--- src/rtl/uart_pkg.sv ---
// rtl/uart_pkg.sv - shared UART types and constants for the transmitter and receiver
//
// Contents:
//   uart_state_t       frame state enum {IDLE, START, DATA, PARITY, STOP}
//   NBITS_6/7/8        character length encodings carried on NBits
//   OVERSAMPLE_DEFAULT Tick pulses per bit period, common to tx and rx
//   char_len()         maps an NBits code to a data bit count (unknown codes -> 8)
package uart_pkg;

  typedef enum logic [2:0] {
    IDLE,
    START,
    DATA,
    PARITY,
    STOP
  } uart_state_t;

  localparam logic [3:0] NBITS_6 = 4'd6;
  localparam logic [3:0] NBITS_7 = 4'd7;
  localparam logic [3:0] NBITS_8 = 4'd8;

  localparam int OVERSAMPLE_DEFAULT = 16;

  function automatic logic [3:0] char_len(input logic [3:0] nbits);
    case (nbits)
      NBITS_6: return NBITS_6;
      NBITS_7: return NBITS_7;
      default: return NBITS_8;
    endcase
  endfunction

endpackage

--- src/rtl/uart_tx.sv ---
// rtl/uart_tx.sv - UART transmitter: start bit, 6/7/8 data bits LSB first, optional parity, one stop bit
//
// Build option: define UART_TX_PARITY_EN to insert an even-parity bit between data and stop.
//
// Ports:
//   Clk      system clock
//   Rst      synchronous active-high reset; aborts any frame in progress
//   TxEn     enables acceptance of new requests (does not abort a running frame)
//   Tick     one-Clk oversample enable, OVERSAMPLE pulses per bit period
//   NBits    character length code (6, 7, 8; anything else sends 8)
//   TxStart  send request, accepted when idle and TxEn is high
//   TxData   character to send, bit 0 first
//   Tx       registered serial output, idles high
//   Busy     frame in progress (also high during the TxDone cycle)
//   TxDone   one-Clk pulse after the stop bit completes
module uart_tx
  import uart_pkg::*;
#(
  parameter int OVERSAMPLE = OVERSAMPLE_DEFAULT,
  parameter int DATA_MAX   = 8
) (
  input  logic                Clk,
  input  logic                Rst,
  input  logic                TxEn,
  input  logic                Tick,
  input  logic [3:0]          NBits,
  input  logic                TxStart,
  input  logic [DATA_MAX-1:0] TxData,
  output logic                Tx,
  output logic                Busy,
  output logic                TxDone
);

  localparam int               CNT_W    = $clog2(OVERSAMPLE);
  localparam logic [CNT_W-1:0] CNT_LAST = CNT_W'(OVERSAMPLE - 1);

  uart_state_t         state_q, state_d;
  logic [CNT_W-1:0]    tick_cnt_q, tick_cnt_d;
  logic [3:0]          bit_cnt_q, bit_cnt_d;
  logic [3:0]          len_q, len_d;
  logic [DATA_MAX-1:0] shift_q, shift_d;
  logic                tx_q, tx_d;
  logic                done_q, done_d;
  logic                accept;
  logic                bit_end;
`ifdef UART_TX_PARITY_EN
  logic                parity_q, parity_d;
`endif

  // Acceptance only needs the state to be IDLE, which also covers the TxDone
  // cycle: a request there chains straight into the next start bit.
  assign accept  = TxStart & TxEn & (state_q == IDLE);
  assign bit_end = Tick & (tick_cnt_q == CNT_LAST);

  assign Tx     = tx_q;
  assign Busy   = (state_q != IDLE) | done_q;
  assign TxDone = done_q;

  always_ff @(posedge Clk) begin
    if (Rst) begin
      state_q <= IDLE;
    end else begin
      state_q <= state_d;
    end
  end

  always_ff @(posedge Clk) begin
    if (Rst) begin
      tick_cnt_q <= '0;
      bit_cnt_q  <= '0;
      len_q      <= '0;
      shift_q    <= '0;
      tx_q       <= 1'b1;
      done_q     <= 1'b0;
    end else begin
      tick_cnt_q <= tick_cnt_d;
      bit_cnt_q  <= bit_cnt_d;
      len_q      <= len_d;
      shift_q    <= shift_d;
      tx_q       <= tx_d;
      done_q     <= done_d;
    end
  end

`ifdef UART_TX_PARITY_EN
  always_ff @(posedge Clk) begin
    if (Rst) begin
      parity_q <= 1'b0;
    end else begin
      parity_q <= parity_d;
    end
  end
`endif

  always_comb begin
    state_d    = state_q;
    tick_cnt_d = tick_cnt_q;
    bit_cnt_d  = bit_cnt_q;
    len_d      = len_q;
    shift_d    = shift_q;
    done_d     = 1'b0;
`ifdef UART_TX_PARITY_EN
    parity_d   = parity_q;
`endif

    // Ticks are only counted inside a frame, so a Tick in the accept cycle is ignored.
    if ((state_q != IDLE) && Tick) begin
      tick_cnt_d = bit_end ? '0 : tick_cnt_q + CNT_W'(1);
    end

    case (state_q)
      IDLE: begin
        if (accept) begin
          state_d    = START;
          tick_cnt_d = '0;
          bit_cnt_d  = '0;
          len_d      = char_len(NBits);
          shift_d    = TxData;
`ifdef UART_TX_PARITY_EN
          parity_d   = 1'b0;
`endif
        end
      end
      START: begin
        if (bit_end) begin
          state_d = DATA;
        end
      end
      DATA: begin
        if (bit_end) begin
          shift_d = shift_q >> 1;
`ifdef UART_TX_PARITY_EN
          parity_d = parity_q ^ shift_q[0];
`endif
          if (bit_cnt_q == len_q - 4'd1) begin
`ifdef UART_TX_PARITY_EN
            state_d = PARITY;
`else
            state_d = STOP;
`endif
          end else begin
            bit_cnt_d = bit_cnt_q + 4'd1;
          end
        end
      end
`ifdef UART_TX_PARITY_EN
      PARITY: begin
        if (bit_end) begin
          state_d = STOP;
        end
      end
`endif
      STOP: begin
        if (bit_end) begin
          state_d = IDLE;
          done_d  = 1'b1;
        end
      end
      default: begin
        state_d = IDLE;
      end
    endcase
  end

  // Line level follows the state being entered so Tx changes on the same edge as the state.
  always_comb begin
    tx_d = 1'b1;
    case (state_d)
      START:   tx_d = 1'b0;
      DATA:    tx_d = shift_d[0];
`ifdef UART_TX_PARITY_EN
      PARITY:  tx_d = parity_d;
`endif
      default: tx_d = 1'b1;
    endcase
  end

endmodule

--- config.mk ---
export PLATFORM = sky130hd
export DESIGN_NAME = uart_tx
export DESIGN_NICKNAME = d
export VERILOG_FILES = /design/src/rtl/uart_pkg.sv /design/src/rtl/uart_tx.sv
export SDC_FILE = /design/constraint.sdc
export NUM_CORES = 1
export LEC_CHECK = 0
export ABC_AREA = 1
export CELL_PAD_IN_SITES_DETAIL_PLACEMENT = 0
export CELL_PAD_IN_SITES_GLOBAL_PLACEMENT = 1
export CORE_MARGIN = 8
export CORE_UTILIZATION = 38
export DETAILED_ROUTE_END_ITERATION = 6
export HOLD_SLACK_MARGIN = 0.06
export PLACE_DENSITY_LB_ADDON = 0.1
export REMOVE_ABC_BUFFERS = 1
export SLEW_MARGIN = 20
export SYNTH_ARGS = -nofsm -noshare
export SYNTH_HDL_FRONTEND = slang
export SYNTH_SLANG_ARGS = --single-unit
--- constraint.sdc ---
create_clock -name Clk -period 1.8 [get_ports Clk]
set_input_delay 0.18 -clock Clk [delete_from_list [all_inputs] [get_ports Clk]]
set_output_delay 0.18 -clock Clk [all_outputs]
set_load 0.05 [all_outputs]
==> reports/summary.txt <==
Status: finished, final reports clean
Grt total ovfl: 0
Number of instances in the placed design: 228
Die ar.: 5390 sq um
Relative max-transition margin: 0.656
Startpoint types: register
Dpl hpwl: 2040 microns
Final setup skew: 4.38 ps
Port Buffer Count: 19
Worst EP arrival: 1490 ps
CP max stage delay: 810 ps
Actual slew at the worst max-slew pin: 515 ps
CP bufs+invs: 1
GP Congestion: 0.794
Crit-path max FO: 2
Cts hold-fix bufs: 0
TritonCTS clock tree: yes
Total chip power: 1.01 mW
Cell area after synthesis: 1250 sq um
Routed vias/inst: 4.76
Detail Route Antenna Nets: 0
HP Class: in2reg
CTS max path bufs: 2
Syn-to-layout area delta: 22.3%
DRC violations left: 0
Post-Route Utilization: 0.470
First-pass detailed-route iteration total: 4
I/O pins: 20
Wire per inst: 11.4 microns
Instance count of the mapped netlist: 164
Vias in the first global route: 1,029
Dpl ws: 185 ps
Sum of negative setup slack: 0 ps
Non-filler cells, final: 232
Critical Path End Type: output pin
Power per cell area: 661 nW/um^2
Setup repair bufs after CTS: 0
Slowest CP cell: clkdlybuf4s50_1
Register bit total from synthesis: 24
Yosys warns: 0
Tmin final: 1670 ps
Worst setup path category: reg2out
Final-report max-slew violation count: 0
Clock input transition at the sequential cells of the worst setup and hold paths: 140 ps
First-pass GRT wire length: 4600 microns
# Max-Cap Violations: 0
Initial antenna violation count: 0
Total track usage: 0.107
Initial DRC count: 37
Final period utilization: 0.925
Hold WS: 407 ps
Syn avg cell area: 7.64 sq um
Htree depth: 1
Max Freq: 0.600 GHz
Final setup vio count: 0
Final Worst Setup Slack: 134 ps
Placeable Area: 3260 sq um
Crit path required time: 1620 ps
Nets: 208
Root Driver: clkbuf_4
Filler cells: 352
Layout cell share with drive strength beyond 1: 0.134
N_diodes: 0
Initial Util: 0.384
CTS resizes: 0
Die width: 73.4 microns
Post-DP Area: 1490 sq um
Die Span Y: 73.4 microns
Std cell rows: 21
Maximum vdd drop: 0.000386 V
Largest net degree at the start of global routing: 19
Post-synthesis sequential area ratio: 0.384
RSZ-0062 raised after global routing: false
Synth cell types: 30
Total Wirelength: 2640 microns
Post-route cell area: 1530 sq um
Crit path max-delay family: buffers and inverters
Hold Vio Cnt, Final: 0
TritonCTS Buffers: 3
Skew-Pair Late Insertion Delay: 320 ps
CTS sink count: 24
Via count: 1,104
Lkg Pwr: 0.629 nW
Critical path cell sequence: clkdlybuf4s50_1
[Yosys cell counts]
| cell | instances | area share |
|---|---|---|
| a211oi_1 | 2 | 0.012 |
| nor2_4 | 2 | 0.018 |
| a31oi_1 | 3 | 0.015 |
| inv_2 | 1 | 0.0030 |
| inv_8 | 1 | 0.0090 |
| nor2_2 | 2 | 0.010 |
| xor2_1 | 1 | 0.0070 |
| xnor2_1 | 2 | 0.014 |
| nor3b_1 | 1 | 0.0060 |
| or2_2 | 1 | 0.0050 |
| clkbuf_1 | 2 | 0.0060 |
| nand2_4 | 2 | 0.018 |
| nor2_8 | 2 | 0.032 |
| ha_1 | 4 | 0.040 |
| buf_6 | 1 | 0.0090 |
| nand2_2 | 2 | 0.010 |
| nand4_4 | 1 | 0.017 |
| nand2_1 | 44 | 0.13 |
| nor2_1 | 15 | 0.045 |
| a21oi_2 | 2 | 0.014 |
| dfxtp_1 | 24 | 0.38 |
| nand3_1 | 11 | 0.044 |
| nor3_1 | 5 | 0.020 |
| nand3_2 | 1 | 0.0080 |
| a22oi_1 | 3 | 0.018 |
| nand4_1 | 1 | 0.0050 |
| inv_1 | 14 | 0.042 |
| a21oi_1 | 10 | 0.040 |
| nand3b_1 | 1 | 0.0060 |
| o21ai_0 | 3 | 0.012 |
[kinds of logic (layout without fill, tap and decap cells)]
| kind of cell | count (synthesis) | count (layout) | synth area share |
|---|---|---|---|
| buffers and inverters | 19 | 41 | 0.0689 |
| AOI/OAI and AO/OA | 23 | 23 | 0.111 |
| and+or+nand+nor | 91 | 91 | 0.376 |
| adders and majority gates | 4 | 4 | 0.0400 |
| xor gates and xnor gates | 3 | 3 | 0.0210 |
| DFF | 24 | 24 | 0.384 |
[per-layer routing]
metal | track usage | wire, microns
met3 | 0.0259 | 162
met4 | 0.0266 | 23
met2 | 0.176 | 1170
met1 | 0.136 | 1290
met5 | 0 | 0
[registers in the layout, indices dropped and copies added (netlist names)]
register and flops:
Tx 1, TxDone 1, bit_cnt_q 4, len_q 3, shift_q 8, state_q 3, tick_cnt_q 4
[layout make-up]
cell class                 count  area (sq um)  share of cell area
inverter                      16          67.6              0.0441
sequential                    24           482               0.315
clock buffer                   4          36.3              0.0237
multi-input combinational    121           686               0.448
timing repair buffer          21           203               0.132
tap                           46          57.6              0.0376
[report_power, final]
group / switching (mW) / total [mW] / internal (mW) / leakage [nW]
sequential: 0.0114 / 0.562 / 0.550 / 0.196
clock: 0.171 / 0.294 / 0.124 / 0.0210
combinational: 0.0834 / 0.156 / 0.0730 / 0.412
total: 0.266 / 1.01 / 0.747 / 0.629
[worst paths after layout]
check | startpoint | endpoint | slack (ps) | depth (start not counted)
setup / recovery | TxDone | TxDone | 130 | 1
hold / removal | TxData[7] | shift_q[7] | 410 | 3
setup reg to reg | len_q[0] | Tx | 230 | 12
hold reg to reg | shift_q[7] | shift_q[7] | 470 | 2
[layout by cell type, fill, tap and decap left out, types with 2 or more instances in the layout]
master	instances
o21ai_0	3
dfxtp_1	23
clkdlybuf4s50_1	18
nor2_4	2
nor2_2	2
a22oi_1	3
nand3_1	11
ha_1	4
a21oi_1	10
clkbuf_4	3
a211oi_1	2
buf_4	3
a21oi_2	2
nor3_1	5
nand2_2	2
xnor2_1	2
nand2_1	44
nand2_4	2
inv_1	14
nor2_8	2
nor2_1	15
a31oi_1	3
No activity file was read; power rests on OpenSTA's default activity.
